$ cat src/rtl/instr_issue_sched.sv
// ---------------------------------------------------------------------------
// instr_issue_sched
//   Out-of-order issue scheduler. Holds up to INSTR_QUEUE_SIZE decoded
//   instructions, tracks readiness of their two source operands via tag
//   wakeup broadcasts, and presents one eligible instruction per cycle to EX.
//
// Parameters
//   INSTR_QUEUE_SIZE  number of scheduler slots (power of 2, 2..16)
//   TAG_W             physical-register tag width
//   PAYLOAD_W         opaque decoded-instruction payload width
//
// Ports
//   clk, rst                     clock, synchronous active-high reset
//   flush                        squash all slots (branch mispredict)
//   alloc_valid / alloc_ready    allocation handshake
//   alloc_src{1,2}_tag/_rdy      source tags and initial readiness
//   alloc_payload                instruction payload
//   wake_valid / wake_tag        result-broadcast wakeup
//   issue_valid / issue_ready    issue handshake to EX
//   issue_payload / issue_slot   selected instruction and its slot index
//   count                        number of occupied slots
//
// Configuration macro
//   ISSUE_AGE_ORDER_EN  defined: oldest eligible slot wins (age matrix)
//                       undefined: lowest-index eligible slot wins
// ---------------------------------------------------------------------------
module instr_issue_sched #(
  parameter int unsigned INSTR_QUEUE_SIZE = 8,
  parameter int unsigned TAG_W            = 6,
  parameter int unsigned PAYLOAD_W        = 64
) (
  input  logic                                clk,
  input  logic                                rst,
  input  logic                                flush,
  input  logic                                alloc_valid,
  output logic                                alloc_ready,
  input  logic [TAG_W-1:0]                    alloc_src1_tag,
  input  logic [TAG_W-1:0]                    alloc_src2_tag,
  input  logic                                alloc_src1_rdy,
  input  logic                                alloc_src2_rdy,
  input  logic [PAYLOAD_W-1:0]                alloc_payload,
  input  logic                                wake_valid,
  input  logic [TAG_W-1:0]                    wake_tag,
  output logic                                issue_valid,
  input  logic                                issue_ready,
  output logic [PAYLOAD_W-1:0]                issue_payload,
  output logic [$clog2(INSTR_QUEUE_SIZE)-1:0] issue_slot,
  output logic [$clog2(INSTR_QUEUE_SIZE):0]   count
);

  localparam int unsigned N  = INSTR_QUEUE_SIZE;
  localparam int unsigned IW = $clog2(INSTR_QUEUE_SIZE);
  localparam int unsigned CW = IW + 1;

  typedef enum logic {
    SEL_OPEN,
    SEL_LOCKED
  } sel_state_e;

  // Slot storage
  logic [N-1:0]         valid_q;
  logic [N-1:0]         src1_rdy_q;
  logic [N-1:0]         src2_rdy_q;
  logic [TAG_W-1:0]     src1_tag_q [N];
  logic [TAG_W-1:0]     src2_tag_q [N];
  logic [PAYLOAD_W-1:0] payload_q  [N];

  sel_state_e           state_q, state_d;
  logic [IW-1:0]        lock_slot_q;
  logic [CW-1:0]        count_q;

  logic [N-1:0]         elig;
  logic [N-1:0]         cand;
  logic [IW-1:0]        pick_idx;
  logic                 pick_any;
  logic [IW-1:0]        sel_idx;
  logic [IW-1:0]        free_idx;
  logic                 alloc_xfer;
  logic                 issue_xfer;
  logic                 byp1;
  logic                 byp2;

  assign elig = valid_q & src1_rdy_q & src2_rdy_q;

  // ---------------------------------------------------------------------
  // Selection candidates
  // ---------------------------------------------------------------------
`ifdef ISSUE_AGE_ORDER_EN
  // older_q[j][i] = 1 means slot j was allocated before slot i.
  logic [N-1:0] older_q [N];

  always_ff @(posedge clk) begin
    if (rst || flush) begin
      for (int unsigned i = 0; i < N; i++) begin
        older_q[i] <= '0;
      end
    end else if (alloc_xfer) begin
      // The new entry is younger than everything currently held; stale bits
      // for invalid slots are harmless since candidates are masked by valid
      // and rewritten when that slot is next allocated.
      for (int unsigned j = 0; j < N; j++) begin
        older_q[free_idx][j] <= 1'b0;
        if (IW'(j) != free_idx) begin
          older_q[j][free_idx] <= 1'b1;
        end
      end
    end
  end

  // A candidate is an eligible slot with no older eligible slot; at most one.
  always_comb begin
    cand = '0;
    for (int unsigned i = 0; i < N; i++) begin
      cand[i] = elig[i];
      for (int unsigned j = 0; j < N; j++) begin
        if (elig[j] && older_q[j][i]) begin
          cand[i] = 1'b0;
        end
      end
    end
  end
`else
  assign cand = elig;
`endif

  // Lowest-index candidate
  always_comb begin
    pick_idx = '0;
    pick_any = 1'b0;
    for (int unsigned i = 0; i < N; i++) begin
      if (cand[i] && !pick_any) begin
        pick_idx = IW'(i);
        pick_any = 1'b1;
      end
    end
  end

  // Lowest-index free slot
  always_comb begin : free_sel
    logic found;
    found    = 1'b0;
    free_idx = '0;
    for (int unsigned i = 0; i < N; i++) begin
      if (!valid_q[i] && !found) begin
        free_idx = IW'(i);
        found    = 1'b1;
      end
    end
  end

  // ---------------------------------------------------------------------
  // Issue selection lock FSM
  // ---------------------------------------------------------------------
  always_comb begin
    state_d     = state_q;
    issue_valid = (state_q == SEL_LOCKED) || pick_any;
    sel_idx     = (state_q == SEL_LOCKED) ? lock_slot_q : pick_idx;
    issue_xfer  = issue_valid && issue_ready;
    unique case (state_q)
      SEL_OPEN:   if (issue_valid && !issue_ready) state_d = SEL_LOCKED;
      SEL_LOCKED: if (issue_ready)                 state_d = SEL_OPEN;
      default:                                     state_d = SEL_OPEN;
    endcase
    if (flush) begin
      state_d = SEL_OPEN;
    end
  end

  assign issue_slot    = sel_idx;
  assign issue_payload = payload_q[sel_idx];

  // ---------------------------------------------------------------------
  // Allocation handshake and wakeup bypass
  // ---------------------------------------------------------------------
  assign alloc_ready = (count_q < CW'(N)) && !flush;
  assign alloc_xfer  = alloc_valid && alloc_ready;
  assign byp1        = wake_valid && (wake_tag == alloc_src1_tag);
  assign byp2        = wake_valid && (wake_tag == alloc_src2_tag);
  assign count       = count_q;

  // ---------------------------------------------------------------------
  // Control state: valid bits, lock, occupancy
  // ---------------------------------------------------------------------
  always_ff @(posedge clk) begin
    if (rst) begin
      valid_q     <= '0;
      state_q     <= SEL_OPEN;
      lock_slot_q <= '0;
      count_q     <= '0;
    end else if (flush) begin
      valid_q <= '0;
      state_q <= SEL_OPEN;
      count_q <= '0;
    end else begin
      state_q <= state_d;
      if (state_q == SEL_OPEN) begin
        lock_slot_q <= pick_idx;
      end
      // Alloc targets an invalid slot and issue a valid one, so never the same.
      if (issue_xfer) begin
        valid_q[sel_idx] <= 1'b0;
      end
      if (alloc_xfer) begin
        valid_q[free_idx] <= 1'b1;
      end
      unique case ({alloc_xfer, issue_xfer})
        2'b10:   count_q <= count_q + CW'(1);
        2'b01:   count_q <= count_q - CW'(1);
        default: count_q <= count_q;
      endcase
    end
  end

  // ---------------------------------------------------------------------
  // Slot data: readiness wakeup and allocation writes
  // ---------------------------------------------------------------------
  always_ff @(posedge clk) begin
    for (int unsigned i = 0; i < N; i++) begin
      if (wake_valid && valid_q[i]) begin
        if (src1_tag_q[i] == wake_tag) src1_rdy_q[i] <= 1'b1;
        if (src2_tag_q[i] == wake_tag) src2_rdy_q[i] <= 1'b1;
      end
    end
    if (alloc_xfer) begin
      src1_tag_q[free_idx] <= alloc_src1_tag;
      src2_tag_q[free_idx] <= alloc_src2_tag;
      src1_rdy_q[free_idx] <= alloc_src1_rdy || byp1;
      src2_rdy_q[free_idx] <= alloc_src2_rdy || byp2;
      payload_q[free_idx]  <= alloc_payload;
    end
  end

endmodule

$ cat config.mk
export PLATFORM = sky130hd
export DESIGN_NAME = instr_issue_sched
export DESIGN_NICKNAME = d
export VERILOG_FILES = /design/src/rtl/instr_issue_sched.sv
export SDC_FILE = /design/constraint.sdc
export NUM_CORES = 1
export LEC_CHECK = 0
export BUFFER_PORTS_ARGS = -buffer_cell sky130_fd_sc_hd__buf_2
export CORE_MARGIN = 2
export CORE_UTILIZATION = 55
export DETAILED_ROUTE_END_ITERATION = 7
export PLACE_DENSITY = 0.73
export SYNTH_ARGS = -nofsm -noshare
export SYNTH_HDL_FRONTEND = slang
export SYNTH_SLANG_ARGS = --single-unit
$ cat constraint.sdc
create_clock -name clk -period 6.43 [get_ports clk]
set_input_delay 0.9645 -clock clk [delete_from_list [all_inputs] [get_ports clk]]
set_output_delay 0.9645 -clock clk [all_outputs]
set_load 0.02 [all_outputs]
==> metrics.cfg, run 1 <==
[cells_and_area]
syn2layout_area_growth_pct=12.2
fin_area_sq_mm=0.0296
fin_nets=1725
layout_common_cells=608 x edfxtp_1, 398 x mux2i_1, 162 x buf_2
drive_gt1_frac=0.218
final_common_cell=edfxtp_1

[die]
die_height_microns=223
num_rows=80
dieArea_sq_mm=0.0498
die_w_microns=223
core-area_sq_mm=0.0475
initial_utilization=0.556
io-pin-count=163

[setup_path]
critical_path.cell_chain=and3_1, o211ai_1, a211oi_4, buf_12, mux2i_1, mux2i_1, mux2_2, buf_2
worstSetupPathType=flop to primary output
critical_path_required_ps=5470
end_kind=primary output
slowest_stage=a211oi_4
cp_max_fo=110
cp_common_cell=mux2i_1
max_stage_delay_ps=630
startpoint_type=flop
arrival_ps=3880

[place]
dpl_cell_area_sq_mm=0.0275
gp_congestion=0.889
portBuffers=162
hpwlAfterDp_microns=29400

[routing]
dr.pass1.iters=5
wl_microns=52400
drt.antenna.violating_nets=0
wire_per_inst_microns=22.8
via_per_inst=5.69
drc=0
vias=13096
drtIter0Drc=984

[global_routing]
grt_pass1_wl_microns=78600
grt_antenna_before_repair=5
grt_overflow=0
grt_max_degree=111
grt_pass1_vias=13422
grtUsageTotal=0.210

[synthesis]
yosys_warnings=0
syn_area_sq_mm=0.0264
ys.flop_type=edfxtp_1
syn_avg_cell_area_sq_um=18.2
async_flop_share=0
syn_nets=1543
synth-edff-count=608
ys_seq_elements=640
synth_cells=1450
seq_area_frac_synth=0.715
ys_types=49

[clock_tree]
cts_buffers=66
clk_path_buf_depth=3
cts_resized=0
htreeDepth=3
clock_sinks=640
clock_latency_ps=590
cts_tree=yes
cts.clk_slew.worst_paths_ps=60
cts_setup_buffers=0
clock-root-buffer=clkbuf_16
hold_buffers=0

[pwr]
leakage_uw=0.00936
peakVddDrop_mv=0.257
p_per_area_mw_per_mm2=293

[status]
status=complete, no violations

[sta]
fin_setup_tns_ps=0
fin_crit_sh=0.754
holdWs_ps=508
slew_headroom=0.248
min_period_ps=4850
final_hold_viol_count=0
max_clock_freq_mhz=206
finalMaxSlewViolations=0
max_slew.worst_pin.slew_ps=1130
rsz0062_at_grt=no
worst_clock_skew_ps=29.7
setup_viol=0

[run]
max_cap_viol_count=0

[worst_hold_path]
hp-class=flop to flop

## layer usage
layer	vias to the layer above	GRT usage	routed length (microns)	share of wire
li1	6007	-	-	-
met1	6668	0.276	22300	0.43
met2	332	0.352	25900	0.49
met3	83	0.0456	2990	0.057
met4	6	0.0695	1120	0.021
met5	-	0	33	0.00063
## synth_stat cells (7+ instances only)
cell	count	area, sq um
mux2_2	63	709
buf_12	22	440
o31ai_1	7	52.6
xor2_1	57	499
dfxtp_1	32	641
nor4_1	19	119
nor2_1	14	52.6
buf_2	12	60.1
edfxtp_1	608	18300
a21oi_1	12	60.1
mux2i_1	398	3980
xnor2_1	55	482
buf_6	13	146
nand2_1	17	63.8
a41oi_1	16	140
nand4_1	7	43.8
inv_1	13	48.8
clkbuf_1	12	45.0
## final timing paths
kind                                     from                          end  slack, ps  cells past startpoint
setup reg to reg        valid_q[3]$_SDFF_PP0_   payload_q[7][12]$_DFFE_PP_       3100                      7
hold / removal    lock_slot_q[0]$_SDFFE_PP0N_  lock_slot_q[0]$_SDFFE_PP0N_        510                      2
hold reg to reg   lock_slot_q[0]$_SDFFE_PP0N_  lock_slot_q[0]$_SDFFE_PP0N_        510                      2
setup / recovery        valid_q[6]$_SDFF_PP0_            issue_payload[39]       1580                      8
## critical path: cells and delay by family, from the launching register on
kind | cells | cell delay (ps)
muxes | 3 | 750
buffers and inverters | 2 | 650
DFF | 1 | 440
AOI/OAI and AO/OA | 2 | 810
and+or+nand+nor | 1 | 310
## flip-flops by register name, summed over array words and instances, names as in the netlist
register,count
count,4
lock_slot_q,3
payload_q,512
src1_rdy_q,8
src1_tag_q,48
src2_rdy_q,8
src2_tag_q,48
state_q,1
valid_q,8
## stage by stage
step / worst slack (ps) / std cells / power [uW] / utilization
final: 1580 / 2300 / 8670 / 0.624
after global routing: 1470 / 2299 / 8920 / 0.623
after CTS: 1670 / 2297 / 8740 / 0.623
after detailed placement: 2330 / 2179 / 4960 / 0.577
after global placement: 2380 / 2179 / 4950 / 0.577
after floorplan: 855 / 1450 / 4830 / -
## where the power goes
part	internal, uW	total [uW]	switching (uW)
combinational	90.2	262	172
clock	2290	3800	1510
sequential	4590	4610	13.7
total	6980	8670	1700
## layout make-up
cell class,count,area [sq um]
Inverter,15,65.1
Clock buffer,79,1820
Timing Repair Buffer,183,1020
Multi-Input combinational cell,726,6700
Sequential cell,640,18900
Antenna cell,3,7.51
Fill cell,3405,17900
Clock inverter,39,365
Tap cell,615,769
## cells by family (layout without fill, tap and decap cells)
group           Yosys count  count (layout)  synth area share
xor+xnor                112             112            0.0371
mux                     461             461             0.178
flops                   640             640             0.715
fa+ha+maj                 3               3           0.00142
compound gates           56              56            0.0166
buf+inv                  84             316            0.0320
other cells               0               3                 0
simple gates             94              94            0.0201
Note: power is estimated with default switching activity, not from simulation.
==> run 2: changes to the inputs <==
==> constraint.sdc (replaced) <==
create_clock -name clk -period 4.9 [get_ports clk]
set_input_delay 0.735 -clock clk [delete_from_list [all_inputs] [get_ports clk]]
set_output_delay 0.735 -clock clk [all_outputs]
set_load 0.02 [all_outputs]
==> run 2 against run 1 <==
Effect of this change:
- combinational power grew 32%
- count of clock-buffer cells in the layout increased by 7
- highest routed layer unchanged
- total power grew 30%
- sequential power grew 31%
- via count is 0.75% lower
- critical path depth decreased by 1
- clock power grew 29%
- sequential share of layout area down 0.14 points
==> metrics.cfg, run 2 (synthesis gave the netlist of run 1 again) <==
[cells_and_area]
reg_top3=payload_q (512), src1_tag_q (48), src2_tag_q (48)
layout_common_cells=608 x edfxtp_1, 398 x mux2i_1, 162 x buf_2
top_register=payload_q
syn2layout_area_growth_pct=12.4
fin_nets=1722  ; -0.17%
multiInputGateArea_sq_mm=0.00670  ; unchanged
fin_area_sq_mm=0.0297  ; +0.23%
nFillCells=3405  ; unchanged
drive_gt1_frac=0.215  ; -0.00259
largest_reg_flops=512  ; unchanged
register_area_sq_mm=0.0189  ; unchanged
final_common_cell=edfxtp_1

[clock_tree]
cts_setup_buffers=0  ; unchanged
hold_buffers=0  ; unchanged
cts_resized=0  ; unchanged
cts_buffers=66  ; unchanged
clock_latency_ps=580  ; about the same
clock-root-buffer=clkbuf_16
clk_path_buf_depth=3  ; unchanged
cts_tree=yes
htreeDepth=3  ; unchanged
clock_sinks=640  ; unchanged
cts.clk_slew.worst_paths_ps=50  ; about the same

[worst_hold_path]
hold_end=state_q$_SDFF_PP0_
holdPathStages=2  ; unchanged
min-delay-start=issue_ready
hp-class=input port to flop

[die]
core-area_sq_mm=0.0475  ; unchanged
dieArea_sq_mm=0.0498  ; unchanged
io-pin-count=163  ; unchanged
num_rows=80  ; unchanged
die_height_microns=223  ; unchanged
die_w_microns=223  ; unchanged
initial_utilization=0.556  ; unchanged

[routing]
dr.pass1.iters=5  ; unchanged
wl_microns=51100  ; -2.4%
wire_per_inst_microns=22.2  ; -2.4%
drtIter0Drc=913  ; -7.2%
via_per_inst=5.65  ; -0.75%
drc=0  ; unchanged
vias=12998  ; -0.75%
drt.antenna.violating_nets=0  ; unchanged

[run]
max_cap_viol_count=0  ; unchanged

[global_routing]
grtUsageTotal=0.205  ; -0.00521
grt_max_degree=115  ; +3.6%
grt_overflow=0  ; unchanged
grt_antenna_before_repair=5  ; unchanged
grt_pass1_vias=13168  ; -1.9%
grt_pass1_wl_microns=76700  ; -2.5%

[setup_path]
arrival_ps=3450  ; -430 ps
reg2reg_from=valid_q[5]$_SDFF_PP0_
critical_path_required_ps=4160  ; -1310 ps
end_kind=primary output
reg2reg_to=count[2]$_SDFFE_PP0P_
r2r_slack_ps=1600  ; -1500 ps
rr_worst_depth=12  ; +5
worstSetupPathType=flop to primary output
startpoint_type=flop
cp_max_fo=43  ; -61%

[sta]
holdWs_ps=391  ; -118 ps
max_slew.worst_pin.slew_ps=1010  ; -118 ps
setup_viol=0  ; unchanged
finalMaxSlewViolations=0  ; unchanged
rsz0062_at_grt=no
final_hold_viol_count=0  ; unchanged
fin_setup_tns_ps=0  ; unchanged
worst_clock_skew_ps=14.2  ; -15.5 ps
slew_headroom=0.324  ; +0.0769
max_clock_freq_mhz=239
fin_ws_ps=719  ; -864 ps
min_period_ps=4180
fin_crit_sh=0.853

[pwr]
leakage_uw=0.00935  ; about the same
seqPwrFrac=0.536  ; +0.005
swShare=0.195  ; -0.000730
p_per_area_mw_per_mm2=380  ; +30%
peakVddDrop_mv=0.298  ; +16%
power_frac_comb=0.031  ; about the same
internal_power_uw=9090  ; +30%
power_uw=11300  ; +30%
p_clk_frac=0.434  ; -0.004
switchingPower_uw=2200  ; +30%

[place]
dpl_cell_area_sq_mm=0.0276  ; +0.36%
portBuffers=162  ; unchanged
hpwlAfterDp_microns=28400  ; -3.3%
gp_congestion=0.866  ; -2.5%
preCtsSetupSlack_ps=1370  ; -959 ps

[status]
status=complete, no violations

[run 2: cell types whose count changed in the layout (fill, tap and decap cells not counted), sizes merged]
cell / delta
clkinv: -12
buf: -3
bufinv: -2
diode: +3
inv: +7
clkbuf: +7
[run 2: power by group through the flow]
stage	sequential, uW	clock, uW	combinational (uW)
6_report	6050	4900	346
3_3_place_gp	6160	0	337
3_5_place_dp	6160	0	348
2_1_floorplan	6160	0	180
5_1_grt	6040	5220	376
4_1_cts	6040	4980	350
[run 2: critical path, cell delays in order (launching register included)]
cell      delay, ps
dfxtp_1         460
and3_1          270
o211ai_1        110
o211ai_1        310
a31o_4          780
buf_12          330
mux2_2          410
buf_2           170
[run 2: worst max path at each step]
| stage | from | endpoint | slack [ps] | depth (start not counted) |
|---|---|---|---|---|
| finish | valid_q[4]$_SDFF_PP0_ | issue_payload[18] | 720 | 7 |
| global route | valid_q[1]$_SDFF_PP0_ | issue_payload[18] | 620 | 7 |
| CTS | valid_q[4]$_SDFF_PP0_ | issue_payload[3] | 720 | 7 |
| detailed placement | valid_q[4]$_SDFF_PP0_ | issue_payload[3] | 1370 | 7 |
| global placement | valid_q[4]$_SDFF_PP0_ | issue_payload[3] | 1390 | 7 |
| floorplan | flush | payload_q[0][0]$_DFFE_PP_ | 870 | 4 |
[run 2: per-stage QoR]
stage                     cells  utilization
after floorplan            1450            -
after global routing       2295        0.625
final                      2300        0.625
after global placement     2176        0.580
after CTS                  2294        0.625
after detailed placement   2176        0.580
[run 2: final cells by class]
cell class / count / area share
multi-input combinational: 726 / 0.226
sequential: 640 / 0.636
timing repair buffer: 180 / 0.0373
inverter: 15 / 0.00248
clock buffer: 86 / 0.0627
antenna: 6 / 0.000505
tap: 615 / 0.0259
clock inverter: 32 / 0.00943
[run 2: layer usage]
| layer | part of all wire | vias to the layer above | wire (microns) | track usage |
|---|---|---|---|---|
| met5 | 0.00025 | - | 13 | 0 |
| met4 | 0.021 | 2 | 1050 | 0.0675 |
| met3 | 0.053 | 80 | 2700 | 0.0402 |
| met2 | 0.50 | 324 | 25600 | 0.349 |
| met1 | 0.43 | 6579 | 21800 | 0.267 |
| li1 | - | 6013 | - | - |
==> run 3: changes to the inputs <==
--- a/config.mk
+++ b/config.mk
@@ -10,6 +10,7 @@
 export CORE_UTILIZATION = 55
 export DETAILED_ROUTE_END_ITERATION = 7
 export PLACE_DENSITY = 0.73
+export RECOVER_POWER = 100
 export SYNTH_ARGS = -nofsm -noshare
 export SYNTH_HDL_FRONTEND = slang
 export SYNTH_SLANG_ARGS = --single-unit
==> run 3 against run 2 <==
Effect of this change:
- the flow now finishes with violations (capacitance limit, slew limit)
- cell area decreased by 0.80%
- register-to-register slack got worse by 1100 ps
- setup slack got worse by 290 ps
- critical path type unchanged
- critical endpoint is now issue_payload[28]
- largest cell class unchanged
==> metrics.cfg, run 3 (synthesis gave the netlist of run 1 again) <==
[routing]
dr.pass1.iters=8  ; +3
wl_microns=51000  ; -0.13%
vias=13038  ; +0.31%
drc=0  ; unchanged
via_per_inst=5.68  ; +0.44%
drtIter0Drc=959  ; +5.0%
drt.antenna.violating_nets=0  ; unchanged
wire_per_inst_microns=22.2  ; about the same

[setup_path]
cp_max_fo=80  ; +86%
critPathTopFamily=compound AO/OA/AOI/OAI gates
cp.depth=7  ; unchanged
max_stage_delay_ps=950  ; +170 ps
critical_path_required_ps=4160  ; about the same
cp_num_buf_inv=2  ; unchanged
slowest_stage=o41ai_1
reg2reg_from=valid_q[5]$_SDFF_PP0_
end_kind=primary output
rr_worst_depth=7  ; -5
critical_path.cell_chain=and3_1, nor4_1, o41ai_1, buf_12, mux2i_1, mux2_1, buf_2
startpoint_type=flop
arrival_ps=3740  ; +290 ps
worstSetupPathType=flop to primary output
r2r_slack_ps=510  ; -1090 ps
reg2reg_to=payload_q[7][29]$_DFFE_PP_

[place]
dpl_cell_area_sq_mm=0.0276  ; unchanged
portBuffers=162  ; unchanged
gp_congestion=0.866  ; unchanged
hpwlAfterDp_microns=28400  ; unchanged

[die]
io-pin-count=163  ; unchanged
initial_utilization=0.556  ; unchanged
die_w_microns=223  ; unchanged
core-area_sq_mm=0.0475  ; unchanged
dieArea_sq_mm=0.0498  ; unchanged
num_rows=80  ; unchanged
die_height_microns=223  ; unchanged

[status]
violations=capacitance limit, slew limit
status=complete, but fails checks

[clock_tree]
htreeDepth=3  ; unchanged
cts_resized=0  ; unchanged
cts.clk_slew.worst_paths_ps=50  ; about the same
clock_latency_ps=580  ; about the same
hold_buffers=0  ; unchanged
clock_sinks=640  ; unchanged
cts_buffers=66  ; unchanged
cts_tree=yes
cts_setup_buffers=0  ; unchanged
clock-root-buffer=clkbuf_16
clk_path_buf_depth=3  ; unchanged

[pwr]
internal_power_uw=9080  ; -0.15%
power_frac_comb=0.029  ; -0.002
swShare=0.195  ; +0.000408
seqPwrFrac=0.536  ; about the same
peakVddDrop_mv=0.297  ; about the same
p_per_area_mw_per_mm2=383  ; +0.71%
power_uw=11300  ; about the same
leakage_uw=0.00893  ; -4.4%
p_clk_frac=0.434  ; about the same
switchingPower_uw=2200  ; +0.11%

[sta]
setup_viol=0  ; unchanged
final_hold_viol_count=0  ; unchanged
fin_crit_sh=0.913  ; +0.0601
min_period_ps=4480  ; +295 ps
max_slew.worst_pin.slew_ps=2910  ; +1890 ps
worst_clock_skew_ps=13.7  ; -0.500 ps
rsz0062_at_grt=no
max_clock_freq_mhz=223  ; -6.6%
fin_setup_tns_ps=0  ; unchanged
finalMaxSlewViolations=280  ; +280
slew_headroom=-0.944  ; -1.27

[global_routing]
grtUsageTotal=0.205  ; unchanged
grt_max_degree=115  ; unchanged
grt_overflow=0  ; unchanged
grt_pass1_vias=13168  ; unchanged
grt_antenna_before_repair=3  ; -2
grt_pass1_wl_microns=76700  ; unchanged

[cells_and_area]
nFillCells=3490  ; +2.5%
syn2layout_area_growth_pct=11.5
largest_reg_flops=512  ; unchanged
drive_gt1_frac=0.124  ; -0.0911
layout_common_cells=608 x edfxtp_1, 398 x mux2i_1, 149 x clkbuf_1
final_common_cell=edfxtp_1
top_register=payload_q
fin_area_sq_mm=0.0295  ; -0.80%
reg_top3=payload_q (512), src1_tag_q (48), src2_tag_q (48)
fin_nets=1722  ; unchanged

[run]
max_cap_viol_count=8  ; +8

[worst_hold_path]
holdPathStages=2  ; unchanged
min-delay-start=issue_ready
hold_end=state_q$_SDFF_PP0_
hp-class=input port to flop

[run 3: changes by cell type in the layout (fill, tap and decap cells not counted), moves of 2 or more]
cell	change
diode_2	-3
inv_4	-6
or2_2	-2
mux2_2	-7
inv_1	+4
or2_0	+2
buf_2	-137
clkinvlp_2	+3
clkbuf_1	+137
mux2_1	+7
[run 3: layer usage]
| metal | up-vias | global-route usage | part of all wire |
|---|---|---|---|
| li1 | 6010 | - | - |
| met1 | 6620 | 0.267 | 0.43 |
| met2 | 324 | 0.349 | 0.50 |
| met3 | 84 | 0.0402 | 0.052 |
| met4 | 0 | 0.0675 | 0.022 |
| met5 | - | 0 | 0 |
[run 3: stage by stage]
step / worst slack [ps] / cells / utilization / hold slack [ps]
CTS: 720 / 2294 / 0.625 / 370
global route: 319 / 2295 / 0.620 / 374
detailed placement: 1370 / 2176 / 0.580 / 492
global placement: 1390 / 2176 / 0.580 / 485
floorplan: 873 / 1450 / - / 464
finish: 425 / 2297 / 0.620 / 401
[run 3: worst max-delay path by stage]
stage                          startpoint  slack (ps)                         end
floorplan                           flush         870   payload_q[0][0]$_DFFE_PP_
CTS                 valid_q[4]$_SDFF_PP0_         720            issue_payload[3]
global route        valid_q[5]$_SDFF_PP0_         320  payload_q[7][29]$_DFFE_PP_
global placement    valid_q[4]$_SDFF_PP0_        1390            issue_payload[3]
finish              valid_q[4]$_SDFF_PP0_         420           issue_payload[28]
detailed placement  valid_q[4]$_SDFF_PP0_        1370            issue_payload[3]
[run 3: power groups by stage]
| stage | Combinational, uW | Clock (uW) | Sequential [uW] |
|---|---|---|---|
| 6_report | 331 | 4900 | 6050 |
| 5_1_grt | 361 | 5220 | 6050 |
| 4_1_cts | 350 | 4980 | 6040 |
| 3_5_place_dp | 348 | 0 | 6160 |
| 3_3_place_gp | 337 | 0 | 6160 |
| 2_1_floorplan | 180 | 0 | 6160 |
[run 3: area by class of cell]
cell class,count,area (sq um),area share
Sequential cell,640,18900,0.641
Clock inverter,32,280,0.00951
Multi-Input combinational cell,726,6670,0.226
Inverter,15,62.6,0.00212
Timing Repair Buffer,180,922,0.0313
Antenna cell,3,7.51,0.000255
Clock buffer,86,1860,0.0632
Tap cell,615,769,0.0261
